[src/rtl/inst_queue_if.sv]
// IF->ID instruction queue handshake bundle: upstream offer/accept, downstream head/accept, redirect flush, occupancy.
// slave is the queue side; master is the IF/ID side driving offers, accepts and flush.
interface inst_queue_if #(
    parameter int DEPTH   = 4,
    parameter int BUS_LEN = 80
);
    localparam int CNT_W = $clog2(DEPTH) + 1;

    logic               in_valid;
    logic [BUS_LEN-1:0] in_bus;
    logic               in_ready;
    logic               out_valid;
    logic [BUS_LEN-1:0] out_bus;
    logic               out_ready;
    logic               flush;
    logic [CNT_W-1:0]   count;

    modport master (
        output in_valid, in_bus, out_ready, flush,
        input  in_ready, out_valid, out_bus, count
    );

    modport slave (
        input  in_valid, in_bus, out_ready, flush,
        output in_ready, out_valid, out_bus, count
    );
endinterface

[src/rtl/inst_queue.sv]
// IF->ID instruction FIFO, 1-cycle minimum latency with no bypass; in_ready drops when full, on a queued exception entry or on flush,
// and is independent of out_ready. A full queue refuses a push even while popping; exception entries block further pushes until flush.
module inst_queue #(
    parameter int DEPTH   = 4,
    parameter int BUS_LEN = 80
) (
    input  logic          clk,
    input  logic          resetn,
    inst_queue_if.slave   bus
);
    localparam int PTR_W = $clog2(DEPTH);
    localparam int CNT_W = PTR_W + 1;
    localparam logic [CNT_W-1:0] FULL_CNT = CNT_W'(DEPTH);

    logic [BUS_LEN-1:0] mem_q [DEPTH];
    logic [PTR_W-1:0]   head_q, head_d;
    logic [PTR_W-1:0]   tail_q, tail_d;
    logic [CNT_W-1:0]   count_q, count_d;
    logic               ex_block_q, ex_block_d;
    logic               push, pop, in_has_ex;

    assign bus.in_ready  = resetn & (count_q != FULL_CNT) & ~ex_block_q & ~bus.flush;
    assign bus.out_valid = (count_q != '0) & ~bus.flush;
    assign bus.out_bus   = mem_q[head_q];
    assign bus.count     = count_q;

    assign push      = bus.in_valid & bus.in_ready;
    assign pop       = bus.out_valid & bus.out_ready;
    assign in_has_ex = bus.in_bus[BUS_LEN-1 -: 16] != 16'h0;

    always_comb begin
        head_d     = head_q;
        tail_d     = tail_q;
        count_d    = count_q;
        ex_block_d = ex_block_q;
        if (bus.flush) begin
            head_d     = '0;
            tail_d     = '0;
            count_d    = '0;
            ex_block_d = 1'b0;
        end else begin
            if (pop)  head_d = head_q + PTR_W'(1);
            if (push) tail_d = tail_q + PTR_W'(1);
            if (push && !pop)      count_d = count_q + CNT_W'(1);
            else if (pop && !push) count_d = count_q - CNT_W'(1);
            if (push && in_has_ex) ex_block_d = 1'b1;
        end
    end

    always_ff @(posedge clk or negedge resetn) begin
        if (!resetn) begin
            head_q     <= '0;
            tail_q     <= '0;
            count_q    <= '0;
            ex_block_q <= 1'b0;
        end else begin
            head_q     <= head_d;
            tail_q     <= tail_d;
            count_q    <= count_d;
            ex_block_q <= ex_block_d;
        end
    end

    // Payload storage carries no reset; occupancy alone decides validity.
    always_ff @(posedge clk) begin
        if (push) mem_q[tail_q] <= bus.in_bus;
    end
endmodule

[src/flat_wrapper.sv]
// flat-port wrapper written by rule: the top's interface ports become plain ports
module inst_queue_flat 
#(
    parameter int DEPTH   = 4,
    parameter int BUS_LEN = 80
)
  (clk, resetn, bus_in_valid, bus_in_bus, bus_out_ready, bus_flush, bus_in_ready, bus_out_valid, bus_out_bus, bus_count);
  inst_queue_if #(.DEPTH(DEPTH), .BUS_LEN(BUS_LEN)) bus_i ();
  input  logic clk;
  input  logic resetn;
  input wire logic [$bits(bus_i.in_valid)-1:0] bus_in_valid;
  input wire logic [$bits(bus_i.in_bus)-1:0] bus_in_bus;
  input wire logic [$bits(bus_i.out_ready)-1:0] bus_out_ready;
  input wire logic [$bits(bus_i.flush)-1:0] bus_flush;
  output wire logic [$bits(bus_i.in_ready)-1:0] bus_in_ready;
  output wire logic [$bits(bus_i.out_valid)-1:0] bus_out_valid;
  output wire logic [$bits(bus_i.out_bus)-1:0] bus_out_bus;
  output wire logic [$bits(bus_i.count)-1:0] bus_count;
  assign bus_i.in_valid = bus_in_valid;
  assign bus_i.in_bus = bus_in_bus;
  assign bus_i.out_ready = bus_out_ready;
  assign bus_i.flush = bus_flush;
  assign bus_in_ready = bus_i.in_ready;
  assign bus_out_valid = bus_i.out_valid;
  assign bus_out_bus = bus_i.out_bus;
  assign bus_count = bus_i.count;
  inst_queue #(.DEPTH(DEPTH), .BUS_LEN(BUS_LEN)) u_core (.clk(clk), .resetn(resetn), .bus(bus_i));
endmodule
[config.mk]
export PLATFORM = sky130hd
export DESIGN_NAME = inst_queue_flat
export DESIGN_NICKNAME = d
export VERILOG_FILES = /design/src/rtl/inst_queue_if.sv /design/src/rtl/inst_queue.sv /design/src/flat_wrapper.sv
export SDC_FILE = /design/constraint.sdc
export NUM_CORES = 1
export LEC_CHECK = 0
export ABC_AREA = 1
export ABC_CLOCK_PERIOD_IN_PS = 11300
export BUFFER_PORTS_ARGS = -buffer_cell sky130_fd_sc_hd__buf_2
export CAP_MARGIN = 20
export CORE_AREA = 2 2 180 182
export DETAILED_ROUTE_END_ITERATION = 10
export DIE_AREA = 0 0 182 184
export GPL_TIMING_DRIVEN = 0
export PLACE_DENSITY = 0.65
export SLEW_MARGIN = 20
export SYNTH_ARGS = -nofsm -noshare
export SYNTH_HDL_FRONTEND = slang
export SYNTH_SLANG_ARGS = --single-unit
[constraint.sdc]
create_clock -name clk -period 11.3 [get_ports clk]
set_input_delay 2.825 -clock clk [delete_from_list [all_inputs] [get_ports clk]]
set_output_delay 2.825 -clock clk [all_outputs]
set_load 0.01 [all_outputs]
==> run_results.csv <==
group,metric,value,unit
power,peakVddDrop,130.2,uV
synth,synth_area_leaders,"edfxtp_1, o21ai_0, nor2_1",
critical_path,crit_top_cell,"buf_2",
min_path,holdPathStages,2,
clock_tree,cts_tree,"yes",
critical_path,crit_type,"input port to primary output",
sta,rsz0062_at_grt,"false",
sta,tightest_slew,723.8,ps
sta,fmax,158.4,MHz
clock_tree,ctsResizeCount,0,
critical_path,worst_ep_required_time,8480,ps
placement,post-place-ws,4965,ps
synth,synth.avg_cell_area,14.45,um2
placement,postPlaceCellArea,14190,um2
sta,fin_ws,4986,ps
critical_path,startpoint_type,"input port",
min_path,whs_endpoint,"u_core.bus.count[1]",
sta,relSlewSlack,51.63,%
drt,wl,29.66,mm
critical_path,cp.buffers_inverters,2,
synth,synth.top_cell.area_share,77.16,%
drt,dr.pass1.iters,5,
sta,drv_slew,0,
critical_path,crit_fanout,10,
final_layout,postLayoutCoreUtil,48.74,%
synth,synth-xor-area-share,0.07033,%
critical_path,endpoint_kind,"primary output",
synth,synth_compound_gate_area_share,10.69,%
final_layout,mostFrequentLayoutCell,"edfxtp_1",
synth,syn_inst,862,
sta,layout_min_cycle_time,6314,ps
placement,io_buffer_count,169,
critical_path,crit_family,"buffers and inverters",
clock_tree,clockBufferDepth,3,
final_layout,area_growth_syn_to_layout,22.88,%
floorplan,boundaryPins,170,
power,p_comb_share,20.4,%
synth,synthMuxAreaShare,0,%
final_layout,multiInputGateArea,2293,um2
sta,final.setup.tns,0,ps
placement,gp_congestion,0.7830,
synth,synth.net_count,952,
floorplan,die-area,33490,um2
drt,post-route-drc-count,0,
min_path,holdCritPathClass,"flip-flop to flip-flop",
clock_tree,cts_root_buf,"clkbuf_16",
clock_tree,cts_hold_buffers,0,
final_layout,final_nets,1173,
global_route,grt_pass1_wl,44.53,mm
synth,synth-adder-area-share,0.5626,%
critical_path,reg2reg_from,"u_core.bus.count[0]",
sta,clock_skew,11.00,ps
flow_run,max_cap_violations,0,
synth,syn_area,12450,um2
critical_path,reg2reg_depth,7,
critical_path,cp.arrival,3490,ps
synth,ys_types,26,
floorplan,rows,65,
placement,dp_hpwl,19.22,mm
final_layout,n_fill_cell,2737,
floorplan,initial_core_util,39.67,%
critical_path,crit_chain,"buf_2 > nand3_1 > nor2_2 > buf_2",
power,clkPwrFrac,35.1,%
critical_path,slowest_stage,"buf_2",
global_route,grt_pass1_vias,7770,
clock_tree,clk_latency,510,ps
synth,yosys_warnings,0,
run_status,status,"finished clean",
power,power.density,202.7,nW/um2
synth,synth-simple-area-share,6.852,%
floorplan,fp.dieH,184,um
floorplan,core-area,31390,um2
final_layout,drive_gt1_share,24.55,%
global_route,grt_max_degree,23,
synth,yosysSeqAreaShare,78.77,%
min_path,hp-start,"u_core.bus.count[1]",
drt,postRouteAntennaNets,0,
power,p_sw_share,28.08,%
floorplan,fp.dieW,182,um
clock_tree,numCtsBuffers,35,
power,internal_power,0.002230,W
synth,synth_seq_cells,328,
final_layout,seq_area,9809,um2
drt,vias,7694,
clock_tree,post-cts-setup-buffers,0,
critical_path,r2r-end,"u_core.mem_q[3][39]",
drt,drt_iter0_drc,551,
critical_path,max_stage_delay,250,ps
clock_tree,clk_pin_slew,60,ps
global_route,grt_usage,17.65,%
clock_tree,cts_max_level,2,
power,power_frac_seq,44.5,%
drt,avgViaCountPerCell,5.079,
final_layout,final_cell_mix,"edfxtp_1, buf_2, nor2_1, o21ai_0, o22ai_1",
power,switchingPower,0.0008709,W
synth,yosysTopAreaCell,"edfxtp_1",
critical_path,rrSetupSlack,9100,ps
global_route,antenna_found_initial,7,
power,p_leak,5.366,nW
synth,synth_top_family_by_area,"compound AO/OA/AOI/OAI gates",
clock_tree,clock_sinks,328,
sta,finalSetupViolations,0,
drt,post_drt_wl_per_cell,19.58,um
sta,finalCritPeriodShare,55.88,%
global_route,overflow,0,
sta,finalHoldViolCount,0,
final_layout,fin_area,15300,um2
## worst max-delay path by stage
stage,startpoint,end,slack [ps],depth (start not counted)
2_1_floorplan,bus_flush,u_core.mem_q[0][0],4270,5
3_3_place_gp,resetn,u_core.mem_q[3][50],1230,5
3_5_place_dp,resetn,bus_in_ready,4960,4
4_1_cts,resetn,bus_in_ready,4960,4
5_1_grt,resetn,bus_in_ready,4910,4
6_report,resetn,bus_in_ready,4990,4
## area by class of cell
cell class | instances | area share, %
diodes | 5 | 0.08177
plain buffers | 52 | 1.954
clock buffers | 49 | 6.345
clock inverters | 13 | 0.8258
inverters | 20 | 0.5315
multi-input cells | 462 | 14.99
flip-flops and latches | 328 | 64.10
well taps | 402 | 3.287
repair buffers | 184 | 7.882
## flip-flops by register name (all words and copies together) (netlist names)
signal / flops
u_core.tail_q: 2
u_core.mem_q: 320
u_core.bus.count: 3
u_core.ex_block_q: 1
u_core.head_q: 2
## worst min-delay path: cells and delay by family (launching register included)
| family | cells | cell delay [ps] |
|---|---|---|
| simple gates | 2 | 140 |
| flops | 1 | 390 |
## power groups by stage
stage	combinational, W	sequential (W)	clock [W]
floorplan	0.000353	0.00141	0
global placement	0.000626	0.00141	0
detailed placement	0.000643	0.00140	0
CTS	0.000645	0.00138	0.00111
global route	0.000698	0.00138	0.00117
finish	0.000632	0.00138	0.00109
## metrics by stage
stage / hold WS [ps] / cells / power [W]
CTS: 564.2 / 1510 / 0.003137
finish: 558.8 / 1515 / 0.003101
detailed placement: 549.0 / 1448 / 0.002047
global placement: 548.5 / 1433 / 0.002036
floorplan: 560.8 / 862 / 0.001761
global route: 621.1 / 1512 / 0.003245
## cell families after synthesis
| logic type | Yosys count |
|---|---|
| adders and majority gates | 5 |
| buffers and inverters | 72 |
| xor gates and xnor gates | 1 |
| AOI/OAI and AO/OA | 246 |
| DFF | 328 |
| and+or+nand+nor | 210 |
## routing by layer
| metal | part of all wire [%] | GRT usage [%] |
|---|---|---|
| met1 | 42 | 22.66 |
| met4 | 2.2 | 5.032 |
| met3 | 7.1 | 4.180 |
| met2 | 49 | 30.05 |
| met5 | 0.024 | 0 |
## cell usage after synthesis
cell type  instances
edfxtp_1         320
nor2_1           175
o21ai_0          146
o22ai_1           80
clkbuf_1          28
o21ai_1           19
inv_1             16
nand2_1           14
buf_2             11
buf_6             11
nand3_1           11
dfrtp_1            8
ha_1               4
nand2_2            3
buf_4              2
inv_4              2
nand4_1            2
nor2_4             2
a21oi_1            1
clkinv_2           1
fa_1               1
inv_2              1
nand2_4            1
nand3_4            1
nor2_2             1
xor2_1             1
Note: power is estimated with default switching activity, not from simulation.
